===== config.mk =====
export PLATFORM = sky130hd
export DESIGN_NAME = d_cache_wt
export DESIGN_NICKNAME = d
export VERILOG_FILES = /design/src/rtl/d_cache_wt.sv
export SDC_FILE = /design/constraint.sdc
export NUM_CORES = 2
export LEC_CHECK = 0
export CAP_MARGIN = 20
export CORE_UTILIZATION = 50
export CTS_BUF_LIST = sky130_fd_sc_hd__clkbuf_4 sky130_fd_sc_hd__clkbuf_8
export CTS_CLUSTER_SIZE = 20
export DETAILED_ROUTE_END_ITERATION = 10
export GPL_TIMING_DRIVEN = 0
export HOLD_SLACK_MARGIN = 0.02
export PLACE_DENSITY = 0.68
export SKIP_CTS_REPAIR_TIMING = 1
export SLEW_MARGIN = 10
export SYNTH_ARGS = -nofsm -noshare
export SYNTH_HDL_FRONTEND = slang
export SYNTH_SLANG_ARGS = --single-unit

===== constraint.sdc =====
create_clock -name clk -period 12.1 [get_ports clk]
set_input_delay 1.21 -clock clk [delete_from_list [all_inputs] [get_ports clk]]
set_output_delay 1.21 -clock clk [all_outputs]
set_load 0.02 [all_outputs]

===== src/rtl/d_cache_wt.sv =====
// Direct-mapped write-through, no-write-allocate data cache with full-line refill,
// registered request/ready memory port, pipeline stall and saturating hit/miss counters.
module d_cache_wt #(
    parameter int unsigned SETS        = 16,
    parameter int unsigned BLOCK_WORDS = 4,
    parameter int unsigned CNT_W       = 16
) (
    input  logic                      clk,
    input  logic                      rst,
    input  logic                      rd_en,
    input  logic                      wr_en,
    input  logic [31:0]               A,
    input  logic [31:0]               WD,
    output logic [31:0]               RD,
    output logic                      HIT,
    output logic                      STALL,
    output logic                      mem_req,
    output logic                      mem_we,
    output logic [31:0]               mem_addr,
    output logic [31:0]               mem_wd,
    input  logic                      mem_ready,
    input  logic [32*BLOCK_WORDS-1:0] mem_rdata,
    output logic [CNT_W-1:0]          hit_count,
    output logic [CNT_W-1:0]          miss_count
);

    localparam int unsigned OFF_W     = $clog2(BLOCK_WORDS);
    localparam int unsigned OFF_SW    = (OFF_W == 0) ? 1 : OFF_W;
    localparam int unsigned IDX_W     = $clog2(SETS);
    localparam int unsigned TAG_W     = 30 - OFF_W - IDX_W;
    localparam logic [31:0] LINE_MASK = ~((32'(BLOCK_WORDS) << 2) - 32'd1);

    typedef enum logic [1:0] {IDLE, FILL, WRITE} state_e;

    state_e             state_q, state_d;
    logic               done_q, done_d;
    logic               mem_req_q, mem_req_d;
    logic               mem_we_q, mem_we_d;
    logic [31:0]        mem_addr_q, mem_addr_d;
    logic [31:0]        mem_wd_q, mem_wd_d;
    logic [CNT_W-1:0]   hit_cnt_q, hit_cnt_d;
    logic [CNT_W-1:0]   miss_cnt_q, miss_cnt_d;

    logic [SETS-1:0]    valid_q;
    logic [TAG_W-1:0]   tag_q  [SETS];
    logic [31:0]        data_q [SETS][BLOCK_WORDS];

    logic [OFF_SW-1:0]  off;
    logic [IDX_W-1:0]   idx, fill_idx;
    logic [TAG_W-1:0]   tag, fill_tag;
    logic               lookup_hit;
    logic               issue_rd, issue_wr, fill_done, count_hit;

    assign off      = (OFF_W == 0) ? '0 : OFF_SW'(A >> 2);
    assign idx      = IDX_W'(A >> (2 + OFF_W));
    assign tag      = TAG_W'(A >> (2 + OFF_W + IDX_W));
    // Refill targets the latched line address, not the (held) pipeline address.
    assign fill_idx = IDX_W'(mem_addr_q >> (2 + OFF_W));
    assign fill_tag = TAG_W'(mem_addr_q >> (2 + OFF_W + IDX_W));

    assign lookup_hit = valid_q[idx] && (tag_q[idx] == tag);
    assign HIT        = lookup_hit && (rd_en || wr_en) && (state_q == IDLE);
    assign RD         = HIT ? data_q[idx][off] : '0;

    assign mem_req    = mem_req_q;
    assign mem_we     = mem_we_q;
    assign mem_addr   = mem_addr_q;
    assign mem_wd     = mem_wd_q;
    assign hit_count  = hit_cnt_q;
    assign miss_count = miss_cnt_q;

    always_comb begin
        state_d    = state_q;
        done_d     = 1'b0;
        STALL      = 1'b0;
        issue_rd   = 1'b0;
        issue_wr   = 1'b0;
        fill_done  = 1'b0;
        count_hit  = 1'b0;
        mem_req_d  = mem_req_q;
        mem_we_d   = mem_we_q;
        mem_addr_d = mem_addr_q;
        mem_wd_d   = mem_wd_q;
        hit_cnt_d  = hit_cnt_q;
        miss_cnt_d = miss_cnt_q;

        case (state_q)
            IDLE: begin
                // done_q marks the cycle the completed store is still on the inputs.
                if (wr_en) begin
                    if (!done_q) begin
                        STALL    = 1'b1;
                        issue_wr = 1'b1;
                        state_d  = WRITE;
                    end
                end else if (rd_en) begin
                    if (lookup_hit) begin
                        count_hit = 1'b1;
                    end else begin
                        STALL    = 1'b1;
                        issue_rd = 1'b1;
                        state_d  = FILL;
                    end
                end
            end
            FILL: begin
                STALL = 1'b1;
                if (mem_ready) begin
                    fill_done = 1'b1;
                    mem_req_d = 1'b0;
                    state_d   = IDLE;
                end
            end
            WRITE: begin
                STALL = 1'b1;
                if (mem_ready) begin
                    mem_req_d = 1'b0;
                    done_d    = 1'b1;
                    state_d   = IDLE;
                end
            end
            default: state_d = IDLE;
        endcase

        if (issue_rd) begin
            mem_req_d  = 1'b1;
            mem_we_d   = 1'b0;
            mem_addr_d = A & LINE_MASK;
        end
        if (issue_wr) begin
            mem_req_d  = 1'b1;
            mem_we_d   = 1'b1;
            mem_addr_d = A & ~32'h3;
            mem_wd_d   = WD;
        end
        if (count_hit && (hit_cnt_q != '1)) hit_cnt_d = hit_cnt_q + 1'b1;
        if (issue_rd && (miss_cnt_q != '1)) miss_cnt_d = miss_cnt_q + 1'b1;
    end

    always_ff @(posedge clk or negedge rst) begin
        if (!rst) begin
            state_q    <= IDLE;
            done_q     <= 1'b0;
            mem_req_q  <= 1'b0;
            mem_we_q   <= 1'b0;
            mem_addr_q <= '0;
            mem_wd_q   <= '0;
            hit_cnt_q  <= '0;
            miss_cnt_q <= '0;
            valid_q    <= '0;
        end else begin
            state_q    <= state_d;
            done_q     <= done_d;
            mem_req_q  <= mem_req_d;
            mem_we_q   <= mem_we_d;
            mem_addr_q <= mem_addr_d;
            mem_wd_q   <= mem_wd_d;
            hit_cnt_q  <= hit_cnt_d;
            miss_cnt_q <= miss_cnt_d;
            if (fill_done) valid_q[fill_idx] <= 1'b1;
        end
    end

    // Tag and data arrays carry no reset; valid_q alone qualifies their contents.
    always_ff @(posedge clk) begin
        if (fill_done) begin
            tag_q[fill_idx] <= fill_tag;
            for (int unsigned w = 0; w < BLOCK_WORDS; w++) begin
                data_q[fill_idx][OFF_SW'(w)] <= mem_rdata[32*w +: 32];
            end
        end else if (issue_wr && lookup_hit) begin
            data_q[idx][off] <= WD;
        end
    end

endmodule


==> impl_metrics.yaml <==
status:
  status: "complete, no violations"
global_routing:
  globalRouteOverflowTotal: 0
  grt_pass1_vias: 52800
  antenna_found_initial: 7
  grt_pass1_wl_microns: 406000
  grt_start_max_net_pins: 63
  track_usage: 0.297
worst_setup_path:
  cp.required_ns: 10.89
  critPathTopFamily: "buffers and inverters"
  critPathLaunchType: "input pin"
  critical_path_arrival_ns: 7.53
  worst-path-buf-inv: 8
  path_class: "in2out"
  cp_slowest_stage_delay_ns: 0.89
  cpMaxStageDelayCell: "clkbuf_1"
  critical_path.max_fanout: 10
  crit_top_cell: "buf_2"
  setup.worst_path.end_class: "output pin"
  cp_cell_sequence: "buf_2 > buf_2 > buf_2 > buf_1 > buf_2 > clkbuf_1 > clkbuf_1 > mux4_2 > mux4_2 > mux4_2 > nor2b_1 > clkdlybuf4s50_1"
  ff2ff_setup_slack_ns: 5.72
placed_design:
  globalplace.congestion: 0.886
  dp_hpwl_microns: 206000
  port_buffers: 321
  dp.cells: 7582
floorplanning:
  rows: 163
  die_y_microns: 448
  ios: 329
  core_sq_um: 198000
  start_util: 0.504
  dieArea_sq_um: 201000
  dieWidth_microns: 448
power:
  pwr-share-clk: 0.359
  peakVddDrop_mv: 0.124
  power_frac_comb: 0.120
  p_sw_mw: 5.23
  power.leakage_nw: 38.7
  power_density_nw_per_um2: 174
  swShare: 0.255
  p_int_mw: 15.3
  sequentialPowerShare: 0.521
drt:
  postRouteAntennaNets: 0
  first_pass_iters: 7
  drt_wl_total_microns: 296000
  wl_per_cell_microns: 35.4
  route.detailed.drc: 0
  drt-initial-drc-count: 7459
  viasPerCell: 6.36
  num_vias: 53000
clocking:
  cts_tree: "yes"
  cts_root_buffer: "clkbuf_8"
  clock_sinks: 2547
  cts.path.max_buffers: 4
  cts-htree-levels: 5
  clk_latency_ns: 1.11
  cts_buffers: 416
  clkSlewWorstSetupHoldPaths_ns: 0.06
sta:
  maxSlewHeadroom: 0.166
  finalSetupViolations: 0
  fin_crit_sh: 0.722
  post-route-min-period_ns: 8.74
  finalSetupTns_ns: 0
  drv_slew: 0
  hold_viol: 0
  max_freq_ghz: 0.114
  skew_ns: 0.0869
  tightest_slew_ns: 1.25
  rsz0062_at_grt: "no"
layout:
  final_cell_mix: "edfxtp_1 (2,432), mux4_2 (723), clkbuf_8 (445)"
  postLayoutCoreUtil: 0.597
  drive_gt1_frac: 0.312
  final_common_cell: "edfxtp_1"
  layout.nets: 5587
  instances_no_fill: 8347
  area_growth_pct: 18.5
synthesis:
  ys_seq_area_frac: 0.763
  synth_enable_flop_cells: 2432
  yosys.cell_types.count: 57
  syn_area_sq_um: 99500
  yosysTopAreaCell: "edfxtp_1"
  synthFlopType: "edfxtp_1"
  async_flop_share: 0.0452
  avgSynthCellArea_sq_um: 22.3
  synth_warnings: 0
  syn-instance-count: 4472
  synth_top_area_share: 0.734
  synth.area.top_cells: "edfxtp_1 (73%), mux4_2 (16%), dfrtp_1 (2.9%)"
  synth-seq-cells: 2547
job:
  cap_violations: 0
min_path:
  min_path_type: "in2async"
## worst paths after layout
path                              from       endpoint  depth (start not counted)
setup / recovery                  A[5]         RD[12]                         12
hold / removal                     rst   mem_addr[16]                          1
setup reg to reg           tag_q[7][5]  data_q[0][62]                         11
max in group asynchronous          rst     mem_wd[27]                          2
hold reg to reg             valid_q[7]     valid_q[7]                          1
min in group clk            valid_q[7]     valid_q[7]                          1
## stage by stage
stage	setup slack, ns	instance area [sq um]	power, mW	hold WS, ns
4_1_cts	3.26	118000	20.6	-0.0171
2_1_floorplan	6.25	99500	12.0	0.434
6_report	3.36	118000	20.5	0.0581
3_3_place_gp	0.475	106000	13.1	0.447
3_5_place_dp	3.26	110000	13.3	0.450
5_1_grt	3.24	118000	21.1	0.0319
## layer usage
layer	wire, microns	global-route usage	vias to the layer above
li1	-	-	20700
met1	107000	0.395	28100
met2	138000	0.458	3645
met3	32200	0.0674	644
met4	18100	0.163	6
met5	43	0	-
## flip-flops by register name (all words and copies together), names as in the netlist
| signal | flops |
|---|---|
| data_q | 2048 |
| tag_q | 384 |
| done_q | 1 |
| mem_req | 1 |
| valid_q | 16 |
| miss_count | 16 |
| state_q | 2 |
| mem_wd | 32 |
| mem_we | 1 |
| hit_count | 16 |
| mem_addr | 30 |
## cell usage after synthesis, types with 28 or more instances
| master | n |
|---|---|
| nand2_1 | 74 |
| o21ai_0 | 44 |
| buf_1 | 49 |
| xnor2_1 | 28 |
| mux2_2 | 58 |
| dfrtp_1 | 115 |
| nor2b_1 | 38 |
| mux4_2 | 723 |
| inv_1 | 48 |
| edfxtp_1 | 2432 |
| clkbuf_1 | 156 |
| mux2i_1 | 106 |
| nor2_1 | 162 |
| a21o_1 | 134 |
| a22oi_1 | 33 |
## kinds of logic after synthesis
kind of cell | synth area share
multiplexers | 0.181
other | 0.0000377
buffers and inverters | 0.0119
AND/OR/NAND/NOR | 0.0199
adder cells (fa/ha/maj) | 0.000754
AO/OA/AOI/OAI | 0.0200
XOR/XNOR | 0.00387
flip-flops | 0.763
## layout make-up
| cell class | instances | area, sq um |
|---|---|---|
| Timing Repair Buffer | 493 | 6390 |
| Sequential cell | 2547 | 75900 |
| Clock inverter | 150 | 892 |
| Buffer | 241 | 1030 |
| Clock buffer | 586 | 7180 |
| Inverter | 49 | 184 |
| Tap cell | 2640 | 3300 |
| Fill cell | 13700 | 79700 |
| Antenna cell | 5 | 12.5 |
| Multi-Input combinational cell | 1636 | 23000 |
## power groups by stage
stage | combinational, mW | clock, mW | sequential [mW]
2_1_floorplan | 1.06 | 0 | 10.9
3_5_place_dp | 2.42 | 0 | 10.9
5_1_grt | 2.55 | 7.80 | 10.8
3_3_place_gp | 2.16 | 0 | 10.9
6_report | 2.46 | 7.38 | 10.7
4_1_cts | 2.43 | 7.42 | 10.7
Power figures use the tool's default switching activity.
